==> config.mk <==
export PLATFORM = sky130hd
export DESIGN_NAME = mole_spawner
export DESIGN_NICKNAME = d
export VERILOG_FILES = /design/src/rtl/mole_spawner.sv
export SDC_FILE = /design/constraint.sdc
export NUM_CORES = 1
export LEC_CHECK = 0
export ABC_AREA = 1
export BUFFER_PORTS_ARGS = -buffer_cell sky130_fd_sc_hd__buf_2
export CAP_MARGIN = 40
export CORE_MARGIN = 5
export CORE_UTILIZATION = 45
export CTS_CLUSTER_SIZE = 25
export DETAILED_ROUTE_END_ITERATION = 10
export PLACE_DENSITY_LB_ADDON = 0.2
export SETUP_SLACK_MARGIN = 0.3
export SLEW_MARGIN = 20
export SYNTH_ARGS = -nofsm -noshare
export SYNTH_HDL_FRONTEND = slang
export SYNTH_SLANG_ARGS = --single-unit
==> constraint.sdc <==
create_clock -name game_clk -period 10.65 [get_ports game_clk]
set_clock_uncertainty 0.05 [all_clocks]
set_input_delay 1.065 -clock game_clk [delete_from_list [all_inputs] [get_ports game_clk]]
set_output_delay 1.065 -clock game_clk [all_outputs]
set_load 0.05 [all_outputs]
==> src/rtl/mole_spawner.sv <==
// Whack-a-mole round controller: spawns moles on 8 slots, times their lives,
// scores whacks and misses, and ends the round on timeout or too many misses.
// Ports:
//   game_clk, rst       clock and synchronous active-high reset
//   start               level; starts a round from IDLE or OVER (ignored in PLAY)
//   rand_byte[7:0]      random byte, bits [2:0] pick the spawn slot
//                       (the port cannot be called "rand", which is a reserved word)
//   sw[7:0]             raw player switches; any edge on bit i whacks slot i
//   led[7:0]            lit moles
//   hit_count[3:0]      moles whacked in the previous cycle (one-cycle pulse value)
//   miss_count[3:0]     moles expired this round, saturating at 15
//   time_left[11:0]     remaining round cycles
//   state[1:0]          IDLE=0, PLAY=1, OVER=2
// All outputs come straight from registers.
module mole_spawner #(
    parameter int LIFE_TICKS  = 50,
    parameter int SPAWN_GAP   = 25,
    parameter int ROUND_TICKS = 3000,
    parameter int MAX_MISSES  = 5
) (
    input  logic        game_clk,
    input  logic        rst,
    input  logic        start,
    input  logic [7:0]  rand_byte,
    input  logic [7:0]  sw,
    output logic [7:0]  led,
    output logic [3:0]  hit_count,
    output logic [3:0]  miss_count,
    output logic [11:0] time_left,
    output logic [1:0]  state
);

    localparam int LW = $clog2(LIFE_TICKS + 1);
    localparam int SW = (SPAWN_GAP > 1) ? $clog2(SPAWN_GAP) : 1;

    localparam logic [LW-1:0] LIFE_INIT  = LW'(LIFE_TICKS);
    localparam logic [LW-1:0] LIFE_ONE   = LW'(1);
    localparam logic [SW-1:0] GAP_LAST   = SW'(SPAWN_GAP - 1);
    localparam logic [SW-1:0] GAP_ONE    = SW'(1);
    localparam logic [11:0]   ROUND_INIT = 12'(ROUND_TICKS);
    localparam logic [3:0]    MISS_LIMIT = 4'(MAX_MISSES);

    typedef enum logic [1:0] {
        IDLE = 2'd0,
        PLAY = 2'd1,
        OVER = 2'd2
    } state_t;

    state_t        cur_state;
    state_t        nxt_state;

    logic [7:0]    sw_prev;
    logic [SW-1:0] spawn_cnt;
    logic [LW-1:0] life [8];

    logic [7:0]    led_n;
    logic [3:0]    hit_n;
    logic [3:0]    miss_n;
    logic [11:0]   time_n;
    logic [SW-1:0] spawn_n;
    logic [LW-1:0] life_n [8];

    logic [7:0]    toggle;
    logic [7:0]    hits;
    logic [7:0]    expire;
    logic [2:0]    slot;
    logic          spawn_now;
    logic [4:0]    miss_sum;
    logic          unused_rand;

    function automatic logic [3:0] popcount8(input logic [7:0] v);
        logic [3:0] c;
        c = 4'd0;
        for (int i = 0; i < 8; i++) begin
            c = c + {3'b000, v[i]};
        end
        return c;
    endfunction

    assign state       = cur_state;
    assign slot        = rand_byte[2:0];
    assign unused_rand = ^rand_byte[7:3];
    assign toggle      = sw ^ sw_prev;
    assign hits        = toggle & led;
    assign spawn_now   = (spawn_cnt == GAP_LAST);

    // A hit on a slot whose life is running out takes precedence: no miss.
    always_comb begin
        for (int i = 0; i < 8; i++) begin
            expire[i] = led[i] && (life[i] == LIFE_ONE) && !hits[i];
        end
    end

    assign miss_sum = {1'b0, miss_count} + {1'b0, popcount8(expire)};

    always_ff @(posedge game_clk) begin
        if (rst) begin
            cur_state <= IDLE;
        end else begin
            cur_state <= nxt_state;
        end
    end

    always_comb begin
        nxt_state = cur_state;
        led_n     = led;
        hit_n     = 4'd0;
        miss_n    = miss_count;
        time_n    = time_left;
        spawn_n   = spawn_cnt;
        life_n    = life;

        case (cur_state)
            PLAY: begin
                time_n  = time_left - 12'd1;
                spawn_n = spawn_now ? '0 : spawn_cnt + GAP_ONE;
                miss_n  = (miss_sum > 5'd15) ? 4'd15 : miss_sum[3:0];
                hit_n   = popcount8(hits);

                for (int i = 0; i < 8; i++) begin
                    if (hits[i] || expire[i]) begin
                        led_n[i]  = 1'b0;
                        life_n[i] = '0;
                    end else if (led[i]) begin
                        life_n[i] = life[i] - LIFE_ONE;
                    end
                end

                // Occupancy is judged on the registered led, so a spawn onto a
                // slot being hit or expiring this cycle is dropped.
                if (spawn_now && !led[slot]) begin
                    led_n[slot]  = 1'b1;
                    life_n[slot] = LIFE_INIT;
                end

                // miss_count here is the registered value, so the round ends
                // one cycle after the limit becomes visible.
                if ((time_left <= 12'd1) || (miss_count >= MISS_LIMIT)) begin
                    nxt_state = OVER;
                    led_n     = 8'h00;
                    hit_n     = 4'd0;
                end
            end

            IDLE, OVER: begin
                led_n = 8'h00;
                if (start) begin
                    nxt_state = PLAY;
                    miss_n    = 4'd0;
                    time_n    = ROUND_INIT;
                    spawn_n   = '0;
                    for (int i = 0; i < 8; i++) begin
                        life_n[i] = '0;
                    end
                end
            end

            default: begin
                nxt_state = IDLE;
                led_n     = 8'h00;
            end
        endcase
    end

    always_ff @(posedge game_clk) begin
        sw_prev <= sw;
        if (rst) begin
            led        <= 8'h00;
            hit_count  <= 4'd0;
            miss_count <= 4'd0;
            time_left  <= 12'd0;
            spawn_cnt  <= '0;
            for (int i = 0; i < 8; i++) begin
                life[i] <= '0;
            end
        end else begin
            led        <= led_n;
            hit_count  <= hit_n;
            miss_count <= miss_n;
            time_left  <= time_n;
            spawn_cnt  <= spawn_n;
            for (int i = 0; i < 8; i++) begin
                life[i] <= life_n[i];
            end
        end
    end

endmodule

======== After elaboration in Yosys (flattened, before gate mapping) ========
Cells that the tools add are included.
word-level totals
  register bits ........................... 91
  latch bits .............................. 0
  RAM bits ................................ 0
  bits in read-only memories .............. 0
  bits of input ports ..................... 19
  memories kept ........................... 0
cells by class
  add/sub/neg operators ................... 25
  $mul .................................... 0
  div/mod/pow operators ................... 0
  order comparisons ....................... 7
  eq/ne operators ......................... 13
  shift operators ......................... 0
  multiplexer cells ....................... 61
  bitwise operators ....................... 8
  reductions and logical operators ........ 43
operator list
  cell                   number
  $mux 6                 25
  $mux 48                2
  $pmux 48 s2            1
  $eq 6x1->1 const B     8
  $sub 6x1->6 const B    8
  $add 4x1->4            8
  $and 24x24->24         1
  $not 24->24            1
  $or 24x24->24          1
  $pmux 12 s2            1
  $logic_and 1x1->1      19
  $demux 6 s3            1
  $mux 1                 18
  $le 12x1->1 const B    1
  $mux 12                1
  $sub 12x1->12 const B  1
  $mux 5                 2
  $pmux 5 s2             1
  $logic_not 1->1        9
  $logic_or 1x1->1       9
  $add 3x1->4            2
  $and 8x8->8            1
  $mux 4                 2
  $mux 8                 1
  other kinds (28)       33

======== Longest topological paths before layout ========
Gate-level depths: netlist of the first run.
  depth in word-level cells ............... 15
  depth in mapped cells ................... 18
  mapped depth without buffers ............ 18

======== Worst setup path before layout of the first run ========
OpenSTA, ideal clock, no wires.
  path type ............................... input to register
  from .................................... input sw[2]
  to ...................................... register miss_count[3]
  setup time .............................. 0.132 ns
  data arrival time ....................... 4.540 ns
  required time ........................... 10.468 ns
  path slack .............................. 5.928 ns
  stages .................................. 16
  path buffers ............................ 0
  cells stage by stage .................... or2_2 > nand3_1 > inv_1 > or2_2 > fa_1 > fa_1 > inv_1 > fa_1 > fa_1 > inv_1 > fa_1 > o21bai_1 > a21oi_1 > nand2_1 > o21ai_0 > a21oi_1
between the ends
  longest elaborated chain between the ends .. 14
ends and longest elaborated chain
  what                        line  text
  start: declaration          25    input logic [7:0] sw,
  $xor 8x8->8 *               83    assign toggle = sw ^ sw_prev;
  $and 8x8->8 *               84    assign hits = toggle & led;
  $logic_not 1->1 *           90    expire[i] = led[i] && (life[i] == LIFE_ONE) && !hits[i];
  $logic_and 1x1->1 *         90
  $add 2x1->3 *               75    c = c + {3'b000, v[i]};
  $add 3x1->4 *               75
  $add 4x1->4 * (4 in a row)  75
  $add 4x4->5 *               94    assign miss_sum = {1'b0, miss_count} + {1'b0, popcount8(expire)};
  $gt 5x4->1                  117   miss_n = (miss_sum > 5'd15) ? 4'd15 : miss_sum[3:0];
  $mux 4 *                    117
  $pmux 4 s2 *                113   case (cur_state)
  end signal: assignment      179   miss_count <= miss_n;
  end: declaration            28    output logic [3:0] miss_count,
Every way passes the cells marked *; elsewhere a longest branch is shown, timed or not.
A chain may end at the register's enable or synchronous reset.

======== Final worst setup path of the first run ========
  from .................................... input sw[2]
  to ...................................... register miss_count[2]
Same word-level chain as after synthesis.

==> metrics.yaml, run 1 <==
logic_synthesis:
  syn_inst: 817
  synthesis.nets: 874
  async_reset_ff_share_pct: 0
  synth.largest_area_cell: "dfxtp_1"
  syn-cell-area_sq_um: 5670
  synth_ff_type: "dfxtp_1"
  yosysWarnings: 0
  synth_edf_count: 0
  synth_seq_area_share_pct: 32.1
  synth_most_common_cell: "nand2_1"
  yosysUniqueCellTypes: 37
  yosys_register_bits: 91
  yosys.area.top_type_share_pct: 32.1
  synth_common_cells: "nand2_1, inv_1, nor2_1"
  synth.area.top_cells: "dfxtp_1, nand2_1, inv_1, nor2_1, a21oi_1"
  syn_area_per_cell_sq_um: 6.95
timing:
  tightest_slew_ns: 0.682
  timing_hold_violations_final: 0
  period_minus_slack_ns: 4.81
  setup_viol: 0
  fmaxAchievable_ghz: 0.208
  max-slew-margin-rel_pct: 54.5
  fin_crit_sh_pct: 45.2
  final_max_slew_viol_count: 0
  rsz0062_at_grt: "no"
  fin_setup_tns_ns: 0
critical_path:
  path_max_fanout: 4
  crit_slowest_cell: "fa_1"
  cp_cell_sequence: "buf_2, or2_2, nand3_1, inv_1, or2_2, fa_1, fa_1, inv_1, fa_1, fa_1, inv_1, fa_1, o21bai_1, a21oi_1, o21ai_0, nand2_1, a21oi_1"
  r2r_setup_slack_ns: 6.05
  cpPeakStageDelay_ns: 0.54
  path_class: "input pin to register"
  worst_setup_path_start_kind: "input pin"
  arrival_ns: 4.96
  critPathRequiredTime_ns: 10.80
  crit_path_end_kind: "register"
  cpMostUsedCell: "fa_1"
global_routing:
  grt_pass1_vias: 5089
  grt_pass1_wl_um: 23500
  antenna_found_initial: 0
  grt_start_max_net_pins: 60
  track_usage_pct: 19.5
  grt_overflow: 0
clock_tree:
  htreeDepth: 3
  cts_root_buf: "clkbuf_16"
  cts_setup_buffers: 0
  clkLatencyLatePin_ns: 0.35
  cts.sinks: 91
  cts_tree: "done"
  clk_pin_slew_ns: 0.06
  cts_resized: 0
  hold_buffers: 0
  clock_path_buffers: 2
  cts_buffers: 9
finish:
  area_delta_synth_final_pct: 10.5
  n_antenna_cell: 0
  drive_gt1_share_pct: 10.7
  fin_nets: 903
  fin_area_sq_um: 6270
power_and_ir_drop:
  p_seq_share_pct: 43.5
  comb_power_share_pct: 17.3
  leakage_nw: 2.74
  ir_drop_mv: 0.0799
  swShare_pct: 31.7
  power.density_nw_per_um2: 133
  p_switching_uw: 264
  clkPwrFrac_pct: 39.1
  internal-power_uw: 569
floorplanning:
  die-area_sq_um: 15000
  initial_core_util_pct: 45.5
  die_x_um: 122
  die_y_um: 122
  placementRows: 41
  core_sq_um: 12500
  io_pins: 49
placed_design:
  io_buffers: 43
  placed_area_sq_um: 5950
  hpwlAfterDp_um: 9900
  globalplace.congestion: 0.899
detailed_routing:
  avgRoutedWirePerCell_um: 13.6
  via_count: 5193
  vias_per_cell: 5.08
  route.detailed.drc: 0
  drtIter0Drc: 394
  dr.pass1.iters: 6
  drt_wl_total_um: 13900
  ant_nets: 0
run:
  maxCapViolCount: 0
worst_hold_path:
  worstHoldPathType: "register to register"
status:
  status: "finished, final reports clean"
power by group through the flow:
stage	Sequential [mW]	Clock, mW	Combinational (mW)
6_report	0.363	0.326	0.144
5_1_grt	0.364	0.349	0.160
4_1_cts	0.362	0.335	0.142
3_5_place_dp	0.370	0	0.141
3_3_place_gp	0.370	0	0.140
2_1_floorplan	0.395	0	0.0806
path summary, 6_finish.rpt:
path	from	to	cells past startpoint
setup reg to reg	led[2]$_SDFF_PP0_	miss_count[2]$_SDFFE_PP0P_	16
hold / removal	life[8]$_SDFFE_PP0P_	life[8]$_SDFFE_PP0P_	2
hold reg to reg	life[8]$_SDFFE_PP0P_	life[8]$_SDFFE_PP0P_	2
setup / recovery	sw[2]	miss_count[2]$_SDFFE_PP0P_	17
final cells by class:
type	count	area, sq um
clock buffer	11	233
clock inverter	5	62.6
fill	1260	6200
inverter	123	464
multi-input combinational	576	3230
sequential	91	1820
tap	172	215
timing repair buffer	45	243
registers in the layout, summed over array words and instances (netlist names):
name	flops
hit_count	4
led	8
life	48
miss_count	4
spawn_cnt	5
state	2
sw_prev	8
time_left	12
logic make-up (layout without fill, tap and decap cells):
kind of cell / Yosys count / after routing / synth area share [%]
AO/OA/AOI/OAI: 115 / 115 / 10.5
XOR/XNOR: 38 / 38 / 5.87
adder cells (fa/ha/maj): 38 / 38 / 9.57
buffers and inverters: 150 / 184 / 11.0
flip-flops: 91 / 91 / 32.1
multiplexers: 1 / 1 / 0.176
AND/OR/NAND/NOR: 384 / 384 / 30.8
critical path: cells and delay by family:
| family | cells | cell delay [ns] |
|---|---|---|
| AO/OA/AOI/OAI | 4 | 0.62 |
| AND/OR/NAND/NOR | 4 | 0.74 |
| buffers and inverters | 4 | 0.34 |
| adder cells (fa/ha/maj) | 5 | 2.19 |
stage by stage:
stage	hold slack [ns]	setup slack, ns	instances	power [mW]	utilization (%)
final	0.430	5.84	1023	0.833	50.3
after global routing	0.466	5.65	1023	0.873	50.3
after CTS	0.435	5.87	1022	0.839	50.1
after detailed placement	0.425	5.51	1006	0.511	47.8
after global placement	0.421	5.59	1006	0.510	47.8
after floorplan	0.408	5.93	817	0.476	-
routing by layer:
metal / global-route usage, % / part of all wire, % / up-vias
met5: 0 / 0 / -
met3: 5.30 / 5.1 / 19
met4: 6.65 / 2.0 / 0
met1: 24.9 / 48 / 2382
met2: 31.9 / 45 / 126
li1: - / - / 2666
cell usage in the layout, fill, tap and decap left out, types with 2 or more instances in the layout:
master      count
a21oi_1        76
a22oi_1         2
a31oi_1         3
buf_2          43
clkbuf_1        2
clkbuf_16       9
clkinvlp_4      2
dfxtp_1        91
fa_1            9
ha_1           29
inv_1         116
inv_2           6
nand2_1       140
nand2_2         5
nand3_1        73
nand3_2         6
nand3b_1        3
nand4_1        17
nand4_2         6
nor2_1        113
nor2_2          3
nor3_1         10
o21a_1          3
o21ai_0        29
or2_2           3
xnor2_1         3
xor2_1         35
Note: power is estimated with default switching activity, not from simulation.
==> run 2, diff against run 1 <==
clock period = 4.4 ns   (was 10.65 ns; I/O delays follow)
==> run 2 against run 1 <==
Compared with the run above:
- wire length grew 2.3%
- global-route usage is essentially flat
- register-to-register slack lost 5.7 ns
- final area grew 2.2%
- die area is the same
- final cell count grew 0.98%
- utilization grew 1.1 points
- power grew 140%
- first-iteration DRC count shrank 13%
- sequential cell count is the same
- largest cell class unchanged
- largest power group unchanged
- critical path depth is the same
- count of clock-buffer cells in the layout grew 2
==> metrics.yaml, run 2 (synthesis gave the netlist of run 1 again) <==
finish:
  fin_area_sq_um: 6410  # +2.2%
  area_delta_synth_final_pct: 12.9
  multiInputGateArea_sq_um: 3280  # +1.6%
  regMostFlops: "life"
  layout_commonest_cell: "nand2_1"
  top_regs: "life x48, time_left x12"
  drive_gt1_share_pct: 14.6  # +3.9 points
  fillers: 1231  # -2.3%
  fin_nets: 913  # +1.1%
  n_antenna_cell: 0  # unchanged
  register_area_sq_um: 1840  # +0.76%
  largest_reg_flops: 48  # unchanged
  most-common-layout-cells: "nand2_1, nor2_1, inv_1, dfxtp_1, a21oi_1"
  fin_cells: 1033  # +0.98%
floorplanning:
  die-area_sq_um: 15000  # unchanged
  core_sq_um: 12500  # unchanged
  die_y_um: 122  # unchanged
  initial_core_util_pct: 45.5  # unchanged
  io_pins: 49  # unchanged
  placementRows: 41  # unchanged
  die_x_um: 122  # unchanged
global_routing:
  track_usage_pct: 19.5  # about the same
  antenna_found_initial: 0  # unchanged
  grt_pass1_wl_um: 23300  # -0.85%
  grt_start_max_net_pins: 59  # -1.7%
  grt_overflow: 0  # unchanged
  grt_pass1_vias: 4918  # -3.4%
timing:
  max-slew-margin-rel_pct: 46.4  # -8.2 points
  fin_crit_sh_pct: 91.8
  tightest_slew_ns: 0.803  # +0.121 ns
  period_minus_slack_ns: 4.04
  timing_hold_violations_final: 0  # unchanged
  hold_ws_ns: 0.162  # -0.268 ns
  rsz0062_at_grt: "no"
  setup_viol: 0  # unchanged
  fmaxAchievable_ghz: 0.248
  final_max_slew_viol_count: 0  # unchanged
worst_hold_path:
  min_from: "sw[4]"
  whs_path_depth: 1  # -1
  worstHoldPathType: "input pin to register"
clock_tree:
  clkLatencyLatePin_ns: 0.35  # about the same
  cts.sinks: 91  # unchanged
  clock_path_buffers: 2  # unchanged
  clk_pin_slew_ns: 0.07  # about the same
  htreeDepth: 3  # unchanged
  cts_buffers: 9  # unchanged
  cts_root_buf: "clkbuf_16"
  cts_tree: "done"
placed_design:
  hpwlAfterDp_um: 10100  # +1.6%
  placed_area_sq_um: 5990  # +0.59%
  dpl.cell_count: 1010  # +0.40%
  io_buffers: 43  # unchanged
  globalplace.congestion: 0.934  # +3.9%
critical_path:
  path_class: "register to register"
  worst_setup_path_start_kind: "register"
  r2r_setup_slack_ns: 0.36  # -5.69 ns
  rr_worst_depth: 17  # +1
  crit_path_end_kind: "register"
  setup.worst_path.start: "led[2]$_SDFF_PP0_"
  path_max_fanout: 7  # +3
  critPathRequiredTime_ns: 4.63  # -6.17 ns
  r2r_start: "led[2]$_SDFF_PP0_"
  arrival_ns: 4.27  # -0.69 ns
detailed_routing:
  dr.pass1.iters: 5  # -1
  avgRoutedWirePerCell_um: 13.8  # +1.3%
  via_count: 5281  # +1.7%
  drt_wl_total_um: 14200  # +2.3%
  route.detailed.drc: 0  # unchanged
  vias_per_cell: 5.11  # +0.71%
  drtIter0Drc: 344  # -13%
  ant_nets: 0  # unchanged
power_and_ir_drop:
  ir_drop_mv: 0.307  # +280%
  power.density_nw_per_um2: 311  # +130%
  leakage_nw: 2.79  # +2.1%
  finalPower_mw: 1.99  # +140%
run:
  maxCapViolCount: 0  # unchanged
status:
  status: "finished, final reports clean"
-- run 2: cell count changes in the layout (fill, tap and decap cells not counted), sizes merged --
cell	before	now
buf	45	55
bufinv	1	0
clkbuf	11	13
inv	124	123
-- run 2: critical path: stages (launching register included) --
cell      delay (ns)
dfxtp_4         0.40
inv_4           0.05
nor2_4          0.10
nand4_1         0.18
or2_4           0.29
fa_1            0.50
fa_1            0.53
inv_2           0.04
fa_1            0.55
fa_2            0.22
inv_2           0.04
fa_2            0.37
o21bai_1        0.17
a21oi_2         0.09
buf_4           0.14
nand2_1         0.05
nand2_1         0.06
a21oi_2         0.14
-- run 2: timing repair --
item	CTS	global route
pin swaps	2	12
resized for setup	4	25
setup buffers	0	7
hold buffers	0	0
setup endpoints to repair	4	4
cloned	0	0
-- run 2: where the power goes --
part	internal (mW)	leakage, nW	total, mW	switching, mW
Clock	0.444	0.144	0.770	0.326
Sequential	0.848	0.743	0.876	0.0276
Combinational	0.0794	1.91	0.347	0.268
-- run 2: layout make-up --
type	instances	area share, %
Sequential cell	91	28.6
Clock inverter	3	0.312
Clock buffer	13	4.37
Tap cell	172	3.36
Inverter	123	7.32
Multi-Input combinational cell	576	51.2
Timing Repair Buffer	55	4.76
-- run 2: per-layer routing --
layer / routed length [um] / share of wire [%] / GRT usage, % / vias up
met3: 716 / 5.0 / 3.00 / 21
met4: 286 / 2.0 / 7.77 / 0
met5: 0 / 0 / 0 / -
met2: 6940 / 49 / 33.4 / 146
met1: 6260 / 44 / 24.7 / 2423
li1: - / - / - / 2691
-- run 2: worst paths after layout --
path,to
worst min register to register,life[8]$_SDFFE_PP0P_
worst min-delay path,sw_prev[4]$_DFF_P_
worst max-delay path,miss_count[1]$_SDFFE_PP0P_
worst max register to register,miss_count[1]$_SDFFE_PP0P_
-- run 2: per-stage QoR --
step / setup WS [ns] / util, % / TNS, ns
global route: 0.199 / 51.4 / 0
detailed placement: -0.0141 / 48.0 / -0.0205
finish: 0.360 / 51.4 / 0
floorplan: 0.311 / - / 0
CTS: 0.339 / 50.5 / 0
global placement: 0.0612 / 48.0 / 0
==> run 3, diff against run 2 <==
clock period = 4.1 ns   (was 4.4 ns; I/O delays follow)
==> run 3 against run 2 <==
Compared with the run above:
- wire length fell by 4.8%
- global-route usage fell by 0.62 points
- utilization rose by 0.21 points
- first-iteration DRC count fell by 26%
- combinational power rose by 10%
- worst setup slack got worse by 0.014 ns
- power rose by 8.7%
- via count fell by 2.6%
- maximum frequency rose by 7.6%
- critical path type unchanged
- largest cell class unchanged
- largest power group unchanged
==> metrics.yaml, run 3 (synthesis gave the netlist of run 1 again) <==
timing:
  setup_viol: 0  # unchanged
  period_minus_slack_ns: 3.75  # -0.286 ns
  timing_hold_violations_final: 0  # unchanged
  fin_crit_sh_pct: 91.6  # -0.25 points
  tightest_slew_ns: 0.696  # -0.107 ns
  rsz0062_at_grt: "yes"
  fmaxAchievable_ghz: 0.266  # +7.6%
  max-slew-margin-rel_pct: 53.6  # +7.2 points
  final_max_slew_viol_count: 0  # unchanged
global_routing:
  track_usage_pct: 18.9  # -0.62 points
  grt_util_met1_pct: 25.2  # +0.51 points
  grtUsageMet2_pct: 30.7  # -2.7 points
  grt_pass1_wl_um: 22500  # -3.4%
  grt_pass1_vias: 4625  # -6.0%
  gr-max-usage-layer: "met2"
  grt.met3_usage_pct: 4.52  # +1.5 points
  antenna_found_initial: 0  # unchanged
  grt_start_max_net_pins: 59  # unchanged
  grt_overflow: 0  # unchanged
clock_tree:
  cts_tree: "done"
  clkLatencyLatePin_ns: 0.35  # about the same
  cts_buffers: 9  # unchanged
  cts_root_buf: "clkbuf_16"
  clk_pin_slew_ns: 0.06  # about the same
  htreeDepth: 3  # unchanged
  cts.sinks: 91  # unchanged
  hold_buffers: 0  # unchanged
  clock_path_buffers: 2  # unchanged
detailed_routing:
  vias_per_cell: 4.98  # -2.7%
  avgRoutedWirePerCell_um: 13.1  # -4.9%
  drtIter0Drc: 256  # -26%
  via_count: 5146  # -2.6%
  drt_wl_total_um: 13500  # -4.8%
  dr.pass1.iters: 5  # unchanged
  route.detailed.drc: 0  # unchanged
  ant_nets: 0  # unchanged
floorplanning:
  io_pins: 49  # unchanged
  die_x_um: 122  # unchanged
  die_y_um: 122  # unchanged
  initial_core_util_pct: 45.5  # unchanged
  placementRows: 41  # unchanged
  die-area_sq_um: 15000  # unchanged
  core_sq_um: 12500  # unchanged
finish:
  regMostFlops: "life"
  fillers: 1257  # +2.1%
  fin_util_pct: 51.6  # +0.21 points
  area_delta_synth_final_pct: 13.4
  layout_commonest_cell: "nand2_1"
  largest_reg_flops: 48  # unchanged
  top_regs: "life x48, time_left x12"
  most-common-layout-cells: "nand2_1, nor2_1, inv_1, dfxtp_1, a21oi_1"
  drive_gt1_share_pct: 13.9  # -0.71 points
  n_antenna_cell: 0  # unchanged
  fin_nets: 914  # +0.11%
placed_design:
  hpwlAfterDp_um: 9630  # -4.3%
  globalplace.congestion: 0.827  # -11%
  io_buffers: 43  # unchanged
power_and_ir_drop:
  leakage_nw: 2.82  # +0.91%
  finalPower_mw: 2.17  # +8.7%
  power.density_nw_per_um2: 337  # +8.2%
  ir_drop_mv: 0.214  # -30%
critical_path:
  crit_path_end_kind: "register"
  path_class: "register to register"
  path_max_fanout: 4  # -3
  worst_setup_path_start_kind: "register"
  critPathRequiredTime_ns: 4.25  # -0.38 ns
  arrival_ns: 3.91  # -0.36 ns
run:
  maxCapViolCount: 0  # unchanged
status:
  status: "finished, final reports clean"
worst_hold_path:
  worstHoldPathType: "input pin to register"
run 3: cell count changes in the layout (fill, tap and decap cells not counted), moves of 2 or more:
cell	previous run	this run
a21oi_2	2	0
dfxtp_1	84	86
inv_4	3	1
nor2_1	111	113
o21ai_1	0	2
run 3: routing by layer:
metal  wire length, um  vias up
met5                 0        -
met2              6420       69
li1                  -     2695
met4               147        0
met3               480       13
met1              6480     2369
run 3: layout make-up:
type                            count  area, sq um  area share [%]
Tap cell                          172          215            3.34
Timing Repair Buffer               56          333            5.17
Sequential cell                    91         1830            28.5
Clock buffer                       14          294            4.57
Clock inverter                      2         16.3           0.253
Inverter                          123          464            7.22
Multi-Input combinational cell    576         3280            51.0
run 3: what timing repair did:
item                                    in CTS  in global routing
gates cloned                                 0                  0
endpoints found under the setup margin       4                  4
gates resized for setup                      8                  5
endpoints found under the hold margin        0                  0
pin swaps                                    4                  1
setup buffers                                2                  1
run 3: where the power goes:
| group | total [mW] | switching [mW] | leakage [nW] | internal [mW] |
|---|---|---|---|---|
| logic | 0.382 | 0.286 | 1.93 | 0.0967 |
| clock network | 0.842 | 0.347 | 0.151 | 0.495 |
| registers | 0.941 | 0.0300 | 0.741 | 0.911 |
| total | 2.17 | 0.663 | 2.82 | 1.50 |
run 3: metrics by stage:
step                      setup TNS, ns  setup slack [ns]  hold slack (ns)  cells  area (sq um)
after floorplan                       0             0.302            0.388    817          5690
after global placement                0            0.0226            0.423   1014          6030
after detailed placement        -0.0604           -0.0411            0.426   1014          6030
after CTS                             0             0.284            0.118   1032          6370
after global routing                  0             0.126            0.115   1034          6430
final                                 0             0.346            0.132   1034          6430
run 3: path summary, 6_finish.rpt:
| check | from | to | slack [ns] | depth (start not counted) |
|---|---|---|---|---|
| max reg2reg | led[2]$_SDFF_PP0_ | miss_count[3]$_SDFFE_PP0P_ | 0.35 | 16 |
| max | led[2]$_SDFF_PP0_ | miss_count[3]$_SDFFE_PP0P_ | 0.35 | 16 |
| min reg2reg | life[44]$_SDFFE_PP0P_ | life[44]$_SDFFE_PP0P_ | 0.44 | 2 |
| min | sw[3] | sw_prev[3]$_DFF_P_ | 0.13 | 1 |
run 3: worst max-delay path: stages, from the launching register on:
cell      delay (ns)
dfxtp_4         0.34
inv_2           0.04
nor2_1          0.12
nand4_1         0.15
or2_4           0.28
fa_1            0.47
fa_1            0.49
inv_1           0.05
fa_1            0.45
fa_2            0.37
inv_2           0.07
fa_2            0.23
o21bai_4        0.07
a21oi_4         0.16
nand2_1         0.07
o21ai_1         0.12
a21oi_1         0.07
